==> src/rtl/instr_fetch_if.sv <==
// -----------------------------------------------------------------------------
// instr_fetch_if
//  Bundles every signal the fetch stage exchanges with its neighbours:
//   - pc_ctrl      : o_pc_mode / o_pc_cur / o_pc_branch out, i_pc_next back
//   - instr memory : o_imem_en / o_imem_addr out, i_imem_rdata back (1-cycle)
//   - decode       : o_instr / o_instr_pc / o_instr_valid out, i_instr_ready back
//   - execute      : i_branch_valid / i_branch_pc / i_branch_offset in
//  Member names are written from the fetch stage's point of view, so the
//  o_* members are driven by the fetch stage and the i_* members by the
//  surrounding blocks.
//  modport master : the fetch stage itself
//  modport slave  : the surrounding pc_ctrl / memory / decode / execute side
// -----------------------------------------------------------------------------
interface instr_fetch_if #(
   parameter int ADDR_W = 12
);
   // pc_ctrl
   logic [1:0]        o_pc_mode;
   logic [31:0]       o_pc_cur;
   logic [31:0]       o_pc_branch;
   logic [31:0]       i_pc_next;
   // instruction memory
   logic              o_imem_en;
   logic [ADDR_W-1:0] o_imem_addr;
   logic [15:0]       i_imem_rdata;
   // decode
   logic [15:0]       o_instr;
   logic [31:0]       o_instr_pc;
   logic              o_instr_valid;
   logic              i_instr_ready;
   // execute redirect
   logic              i_branch_valid;
   logic [31:0]       i_branch_pc;
   logic [31:0]       i_branch_offset;

   modport master (
      output o_pc_mode, o_pc_cur, o_pc_branch,
      input  i_pc_next,
      output o_imem_en, o_imem_addr,
      input  i_imem_rdata,
      output o_instr, o_instr_pc, o_instr_valid,
      input  i_instr_ready,
      input  i_branch_valid, i_branch_pc, i_branch_offset
   );

   modport slave (
      input  o_pc_mode, o_pc_cur, o_pc_branch,
      output i_pc_next,
      input  o_imem_en, o_imem_addr,
      output i_imem_rdata,
      input  o_instr, o_instr_pc, o_instr_valid,
      output i_instr_ready,
      output i_branch_valid, i_branch_pc, i_branch_offset
   );
endinterface

==> src/rtl/instr_fetch.sv <==
// -----------------------------------------------------------------------------
// instr_fetch
//  Fetch stage. Owns the architectural fetch PC, asks pc_ctrl for the next PC
//  every cycle, reads 16-bit instructions from a synchronous instruction memory
//  and buffers {pc, instr} pairs in a small FIFO that decode drains through a
//  valid/ready handshake. A branch redirect from execute flushes the buffer,
//  drops any read still in flight and restarts fetching at the target.
//
// Parameters
//  MEM_DEPTH   instruction memory depth in 16-bit words
//  FIFO_DEPTH  fetch buffer entries (power of two, >= 2)
//  RESET_PC    fetch PC after reset (even)
//
// Ports
//  i_clk   in  clock, all state updates on the rising edge
//  i_rst   in  synchronous reset, active-high
//  bus     master modport of instr_fetch_if:
//          o_pc_mode   00 stall / 01 sequential (+2) / 10 branch, to pc_ctrl
//          o_pc_cur    PC handed to pc_ctrl (fetch PC, or branch PC on redirect)
//          o_pc_branch branch byte offset to pc_ctrl, zero unless redirecting
//          i_pc_next   next PC computed by pc_ctrl, loaded into the fetch PC
//          o_imem_en   memory read strobe
//          o_imem_addr word address, fetch PC bits [ADDR_W:1]
//          i_imem_rdata read data, valid the cycle after o_imem_en
//          o_instr / o_instr_pc / o_instr_valid  FIFO head towards decode
//          i_instr_ready  decode accepts the head
//          i_branch_valid / i_branch_pc / i_branch_offset  redirect request
// -----------------------------------------------------------------------------
module instr_fetch #(
   parameter int          MEM_DEPTH  = 4096,
   parameter int          FIFO_DEPTH = 4,
   parameter logic [31:0] RESET_PC   = 32'h0
) (
   input  logic          i_clk,
   input  logic          i_rst,
   instr_fetch_if.master bus
);

   localparam int ADDR_W = $clog2(MEM_DEPTH);
   localparam int PTR_W  = $clog2(FIFO_DEPTH);
   localparam int CNT_W  = PTR_W + 1;
   localparam int SUM_W  = CNT_W + 1;
   localparam int ENT_W  = 48;

   // -------------------------------------------------------------------------
   // State
   // -------------------------------------------------------------------------
   logic [31:0]      pc_reg;           // architectural fetch PC
   logic             inflight_reg;     // a memory read returns this cycle
   logic [31:0]      inflight_pc_reg;  // PC of that read, paired with its data
   logic [PTR_W-1:0] wr_ptr_reg;
   logic [PTR_W-1:0] rd_ptr_reg;
   logic [CNT_W-1:0] count_reg;

   // -------------------------------------------------------------------------
   // Per-cycle decision
   // -------------------------------------------------------------------------
   logic             branch_w;
   logic             head_valid_w;
   logic             pop_w;
   logic             push_w;
   logic             fetch_w;
   logic [SUM_W-1:0] used_w;
   logic [SUM_W-1:0] avail_w;

   // A redirect cycle never transfers to decode: the head is about to be
   // flushed, so offering it would hand decode a wrong-path instruction.
   assign branch_w     = ~i_rst & bus.i_branch_valid;
   assign head_valid_w = ~i_rst & ~bus.i_branch_valid & (count_reg != '0);
   assign pop_w        = head_valid_w & bus.i_instr_ready;

   // Credit check: a new read may only be issued if its data is guaranteed a
   // slot, counting the read already in flight and the slot freed by a pop
   // this cycle. Written as used < capacity + pop so nothing goes negative.
   assign used_w  = SUM_W'(count_reg) + SUM_W'(inflight_reg);
   assign avail_w = SUM_W'(FIFO_DEPTH) + SUM_W'(pop_w);
   assign fetch_w = ~i_rst & ~bus.i_branch_valid & (used_w < avail_w);

   // Returning data is captured unless a redirect happens in the very cycle it
   // arrives; the flush takes precedence and the stale word is dropped.
   assign push_w = ~i_rst & inflight_reg & ~bus.i_branch_valid;

   // -------------------------------------------------------------------------
   // pc_ctrl and memory request
   // -------------------------------------------------------------------------
   always_comb begin
      bus.o_pc_mode   = 2'b00;
      bus.o_pc_cur    = pc_reg;
      bus.o_pc_branch = 32'h0;
      bus.o_imem_en   = 1'b0;
      if (branch_w) begin
         bus.o_pc_mode   = 2'b10;
         bus.o_pc_cur    = bus.i_branch_pc;
         bus.o_pc_branch = bus.i_branch_offset;
      end else if (fetch_w) begin
         bus.o_pc_mode   = 2'b01;
         bus.o_imem_en   = 1'b1;
      end
   end

   // Bit 0 of the PC never addresses memory; wrap of the low bits is pc_ctrl's
   // job, so the address is a plain slice of the fetch PC.
   assign bus.o_imem_addr = pc_reg[ADDR_W:1];

   // -------------------------------------------------------------------------
   // Fetch PC, in-flight tracking and FIFO bookkeeping
   // -------------------------------------------------------------------------
   always_ff @(posedge i_clk) begin
      if (i_rst) begin
         pc_reg          <= RESET_PC;
         inflight_reg    <= 1'b0;
         inflight_pc_reg <= RESET_PC;
         wr_ptr_reg      <= '0;
         rd_ptr_reg      <= '0;
         count_reg       <= '0;
      end else begin
         // pc_ctrl already returns the right value for every mode: the
         // target on a redirect, pc+2 on a fetch and the same PC on a stall.
         pc_reg       <= bus.i_pc_next;
         inflight_reg <= fetch_w;
         if (fetch_w) begin
            inflight_pc_reg <= pc_reg;
         end
         if (branch_w) begin
            wr_ptr_reg <= '0;
            rd_ptr_reg <= '0;
            count_reg  <= '0;
         end else begin
            if (push_w) begin
               wr_ptr_reg <= wr_ptr_reg + PTR_W'(1);
            end
            if (pop_w) begin
               rd_ptr_reg <= rd_ptr_reg + PTR_W'(1);
            end
            count_reg <= count_reg + CNT_W'(push_w) - CNT_W'(pop_w);
         end
      end
   end

   // -------------------------------------------------------------------------
   // FIFO storage: one register slot per entry. The head is read
   // combinationally so it is visible the cycle after it is written and stays
   // put while decode back-pressures.
   // -------------------------------------------------------------------------
   logic [ENT_W-1:0] slot_w [FIFO_DEPTH];
   logic [ENT_W-1:0] head_w;

   genvar gi;
   generate
      for (gi = 0; gi < FIFO_DEPTH; gi++) begin : g_slot
         logic [ENT_W-1:0] slot_reg;
         always_ff @(posedge i_clk) begin
            if (push_w && (wr_ptr_reg == PTR_W'(gi))) begin
               slot_reg <= {inflight_pc_reg, bus.i_imem_rdata};
            end
         end
         assign slot_w[gi] = slot_reg;
      end
   endgenerate

   assign head_w            = slot_w[rd_ptr_reg];
   assign bus.o_instr_pc    = head_w[ENT_W-1:16];
   assign bus.o_instr       = head_w[15:0];
   assign bus.o_instr_valid = head_valid_w;

   // The credit check makes a push into a full buffer impossible unless the
   // head leaves in the same cycle; anything else is a logic error.
   a_no_overflow : assert property (@(posedge i_clk) disable iff (i_rst)
      !(push_w && !pop_w && (count_reg == CNT_W'(FIFO_DEPTH))));

endmodule
==> src/flat_wrapper.sv <==
// flat-port wrapper written by rule: the top's interface ports become plain ports
module instr_fetch_flat 
#(
   parameter int          MEM_DEPTH  = 4096,
   parameter int          FIFO_DEPTH = 4,
   parameter logic [31:0] RESET_PC   = 32'h0
)
  (i_clk, i_rst, bus_o_pc_mode, bus_o_pc_cur, bus_o_pc_branch, bus_i_pc_next, bus_o_imem_en, bus_o_imem_addr, bus_i_imem_rdata, bus_o_instr, bus_o_instr_pc, bus_o_instr_valid, bus_i_instr_ready, bus_i_branch_valid, bus_i_branch_pc, bus_i_branch_offset);
  instr_fetch_if bus_i ();
  input  logic i_clk;
  input  logic i_rst;
  output wire logic [$bits(bus_i.o_pc_mode)-1:0] bus_o_pc_mode;
  output wire logic [$bits(bus_i.o_pc_cur)-1:0] bus_o_pc_cur;
  output wire logic [$bits(bus_i.o_pc_branch)-1:0] bus_o_pc_branch;
  input wire logic [$bits(bus_i.i_pc_next)-1:0] bus_i_pc_next;
  output wire logic [$bits(bus_i.o_imem_en)-1:0] bus_o_imem_en;
  output wire logic [$bits(bus_i.o_imem_addr)-1:0] bus_o_imem_addr;
  input wire logic [$bits(bus_i.i_imem_rdata)-1:0] bus_i_imem_rdata;
  output wire logic [$bits(bus_i.o_instr)-1:0] bus_o_instr;
  output wire logic [$bits(bus_i.o_instr_pc)-1:0] bus_o_instr_pc;
  output wire logic [$bits(bus_i.o_instr_valid)-1:0] bus_o_instr_valid;
  input wire logic [$bits(bus_i.i_instr_ready)-1:0] bus_i_instr_ready;
  input wire logic [$bits(bus_i.i_branch_valid)-1:0] bus_i_branch_valid;
  input wire logic [$bits(bus_i.i_branch_pc)-1:0] bus_i_branch_pc;
  input wire logic [$bits(bus_i.i_branch_offset)-1:0] bus_i_branch_offset;
  assign bus_o_pc_mode = bus_i.o_pc_mode;
  assign bus_o_pc_cur = bus_i.o_pc_cur;
  assign bus_o_pc_branch = bus_i.o_pc_branch;
  assign bus_i.i_pc_next = bus_i_pc_next;
  assign bus_o_imem_en = bus_i.o_imem_en;
  assign bus_o_imem_addr = bus_i.o_imem_addr;
  assign bus_i.i_imem_rdata = bus_i_imem_rdata;
  assign bus_o_instr = bus_i.o_instr;
  assign bus_o_instr_pc = bus_i.o_instr_pc;
  assign bus_o_instr_valid = bus_i.o_instr_valid;
  assign bus_i.i_instr_ready = bus_i_instr_ready;
  assign bus_i.i_branch_valid = bus_i_branch_valid;
  assign bus_i.i_branch_pc = bus_i_branch_pc;
  assign bus_i.i_branch_offset = bus_i_branch_offset;
  instr_fetch #(.MEM_DEPTH(MEM_DEPTH), .FIFO_DEPTH(FIFO_DEPTH), .RESET_PC(RESET_PC)) u_core (.i_clk(i_clk), .i_rst(i_rst), .bus(bus_i));
endmodule
==> config.mk <==
export PLATFORM = sky130hd
export DESIGN_NAME = instr_fetch_flat
export DESIGN_NICKNAME = d
export VERILOG_FILES = /design/src/rtl/instr_fetch_if.sv /design/src/rtl/instr_fetch.sv /design/src/flat_wrapper.sv
export SDC_FILE = /design/constraint.sdc
export NUM_CORES = 1
export LEC_CHECK = 0
export ABC_AREA = 0
export CORE_MARGIN = 3
export CORE_UTILIZATION = 45
export DETAILED_ROUTE_END_ITERATION = 6
export PLACE_DENSITY = 0.73
export SKIP_CTS_REPAIR_TIMING = 1
export SLEW_MARGIN = 10
export SYNTH_ARGS = -nofsm -noshare
export SYNTH_HDL_FRONTEND = slang
export SYNTH_SLANG_ARGS = --single-unit
==> constraint.sdc <==
create_clock -name i_clk -period 3.3 [get_ports i_clk]
set_input_delay 0.825 -clock i_clk [delete_from_list [all_inputs] [get_ports i_clk]]
set_output_delay 0.825 -clock i_clk [all_outputs]
set_load 0.05 [all_outputs]
==> impl_metrics.json, run 1 <==
{
  "status": "complete, no violations",
  "final_cell_area_sq_um": 14100,
  "worstMarginPinSlew_ns": 0.588,
  "timing.final.crit_share_pct": 98.0,
  "core_sq_um": 22000,
  "yosysTopAreaCell": "edfxtp_1",
  "finalHoldViolations": 0,
  "post_dp_cell_area_sq_um": 13200,
  "drt-total-wl_mm": 24.0,
  "final_common_cell": "edfxtp_1",
  "path_clk_slew_ns": 0.06,
  "hold_slack_ns": 0.488,
  "die-area_sq_um": 24500,
  "ir_drop_uv": 267,
  "relSlewSlack_pct": 60.7,
  "setup.worst_path.start_class": "register",
  "worstPathArrival_ns": 2.41,
  "routedWlPerCell_microns": 21.0,
  "largest_reg_flops": 192,
  "tritoncts.num_buffers": 26,
  "required_ns": 2.47,
  "ys_types": 30,
  "drcViolationCount": 0,
  "synthesis.nets": 731,
  "dp_hpwl_mm": 16.0,
  "drive_gt1_share_pct": 26.9,
  "power_density_nw_per_um2": 526,
  "nets": 970,
  "synth_top_area_share_pct": 56.5,
  "antenna_found_initial": 1,
  "htree_levels": 1,
  "hold_path.class": "reg2reg",
  "port_buffers": 243,
  "grt_busiest_layer": "met2",
  "leakagePower_nw": 5.07,
  "maxSlewViolCount": 0,
  "grt-ovfl-total": 0,
  "start_util_pct": 46.3,
  "rsz0062_at_grt": "false",
  "use_met1_pct": 22.5,
  "period_minus_slack_ns": 3.23,
  "cts-root-buf": "clkbuf_16",
  "endpoint_kind": "primary output",
  "crit_chain": "buf_12, mux4_2, clkdlybuf4s50_1",
  "critPathSlowestCell": "clkdlybuf4s50_1",
  "met3_usage_pct": 4.62,
  "drtIter0Drc": 372,
  "syn_area_sq_um": 10200,
  "avgSynthCellArea_sq_um": 16.9,
  "grt_pass1_vias": 6476,
  "ys_ff_latch": 264,
  "dieHeight_microns": 157,
  "cts_tree": "built",
  "grt_first_pass_wirelength_mm": 36.5,
  "cts_buffer_depth": 3,
  "path_class": "reg2out",
  "max_stage_delay_ns": 0.72,
  "postLayoutCoreUtil_pct": 64.2,
  "grtUsageTotal_pct": 19.4,
  "area_growth_syn_to_layout_pct": 38.7,
  "gp_congestion": 0.798,
  "finalSetupTns_ns": 0,
  "synth_area_leaders": "edfxtp_1, dfxtp_1, mux4_2, mux2_2, and2_1",
  "pin_count": 244,
  "ys_warn_count": 0,
  "critPathMaxFanout": 21,
  "diodes": 0,
  "setup_viol": 0,
  "num_rows": 54,
  "fin_skew_ns": 0.0191,
  "final_cell_mix": "edfxtp_1, clkdlybuf4s50_1, dfxtp_1",
  "clock_latency_ns": 0.53,
  "max_freq_mhz": 309,
  "grt_max_degree": 60,
  "dieWidth_microns": 157,
  "syn-instance-count": 605,
  "yosysSeqAreaShare_pct": 70.6,
  "ant_nets": 0,
  "met2_usage_pct": 36.4,
  "cap_violations": 0,
  "viasPerCell": 5.27,
  "dr.pass1.iters": 4,
  "clock-sinks": 264,
  "vias": 6032
}
-- cells by family (layout without fill, tap and decap cells) --
group	count (synthesis)	count (layout)	synth area share, %
compound gates	65	65	3.26
xor+xnor	5	5	0.429
fa+ha+maj	10	10	1.30
buf+inv	57	316	3.05
flops	264	264	70.6
mux	81	81	14.2
simple gates	123	123	7.09
-- worst paths after layout --
| path | startpoint | endpoint | depth (start not counted) | slack (ns) |
|---|---|---|---|---|
| setup / recovery | u_core.rd_ptr_reg[0] | bus_o_instr_pc[14] | 3 | 0.07 |
| hold / removal | u_core.pc_reg[0] | u_core.inflight_pc_reg[0] | 2 | 0.49 |
| setup reg to reg | u_core.count_reg[1] | u_core.count_reg[2] | 9 | 1.00 |
| hold reg to reg | u_core.pc_reg[0] | u_core.inflight_pc_reg[0] | 2 | 0.49 |
-- Yosys cell counts --
master / instances
buf_2: 15
buf_1: 4
nor2b_1: 33
nor3b_2: 1
and3_1: 4
fa_1: 1
edfxtp_1: 192
xor2_1: 1
buf_4: 15
xnor2_1: 4
o21ai_0: 2
nand2_1: 3
inv_1: 5
or3_4: 1
mux2_2: 32
nor2_1: 8
nand4_2: 1
ha_1: 9
a211oi_2: 1
o21ai_1: 30
a21oi_1: 32
mux4_2: 48
and4_4: 1
buf_6: 3
or2_2: 1
mux2i_1: 1
and2_1: 37
nand3_1: 33
clkbuf_1: 15
dfxtp_1: 72
-- metal layers --
| layer | up-vias | wire length (microns) |
|---|---|---|
| met1 | 2975 | 8810 |
| met4 | 2 | 364 |
| met3 | 37 | 1820 |
| met2 | 252 | 13000 |
| li1 | 2766 | - |
| met5 | - | 16 |
-- stage by stage --
| step | std cells | setup WS (ns) | power [mW] |
|---|---|---|---|
| after CTS | 1144 | -0.0274 | 7.51 |
| after global placement | 1096 | 0.164 | 4.43 |
| after global routing | 1144 | 0.000821 | 7.67 |
| after floorplan | 605 | 0.302 | 4.09 |
| final | 1144 | 0.0662 | 7.44 |
| after detailed placement | 1096 | 0.0778 | 4.44 |
-- layout make-up --
type,count,area [sq um]
inverter,5,18.8
clock buffer,30,706
sequential,264,7210
timing repair buffer,263,2950
clock inverter,18,210
multi-input combinational,284,2700
tap,280,350
fill,1548,7880
-- report_power, final --
part	total [mW]	leakage [nW]	switching (mW)	internal, mW
clock	3.08	0.450	1.22	1.85
combinational	0.738	2.26	0.404	0.334
sequential	3.63	2.36	0.0371	3.59
-- critical path: cells and delay by family, from the launching register on --
family | cells | cell delay, ns
DFF | 1 | 0.38
muxes | 1 | 0.56
buffers and inverters | 2 | 0.94
Note: power is estimated with default switching activity, not from simulation.
==> run 2: changes to the inputs <==
Settings changed: SLEW_MARGIN 10 to not set.
==> results of run 2 <==
The final DEF is identical to that of run 1; final timing and power are the same.
==> run 3: changes to the inputs <==
Settings changed: CAP_MARGIN set to 20.
==> results of run 3 <==
The final DEF is identical to that of run 1; final timing and power are the same.
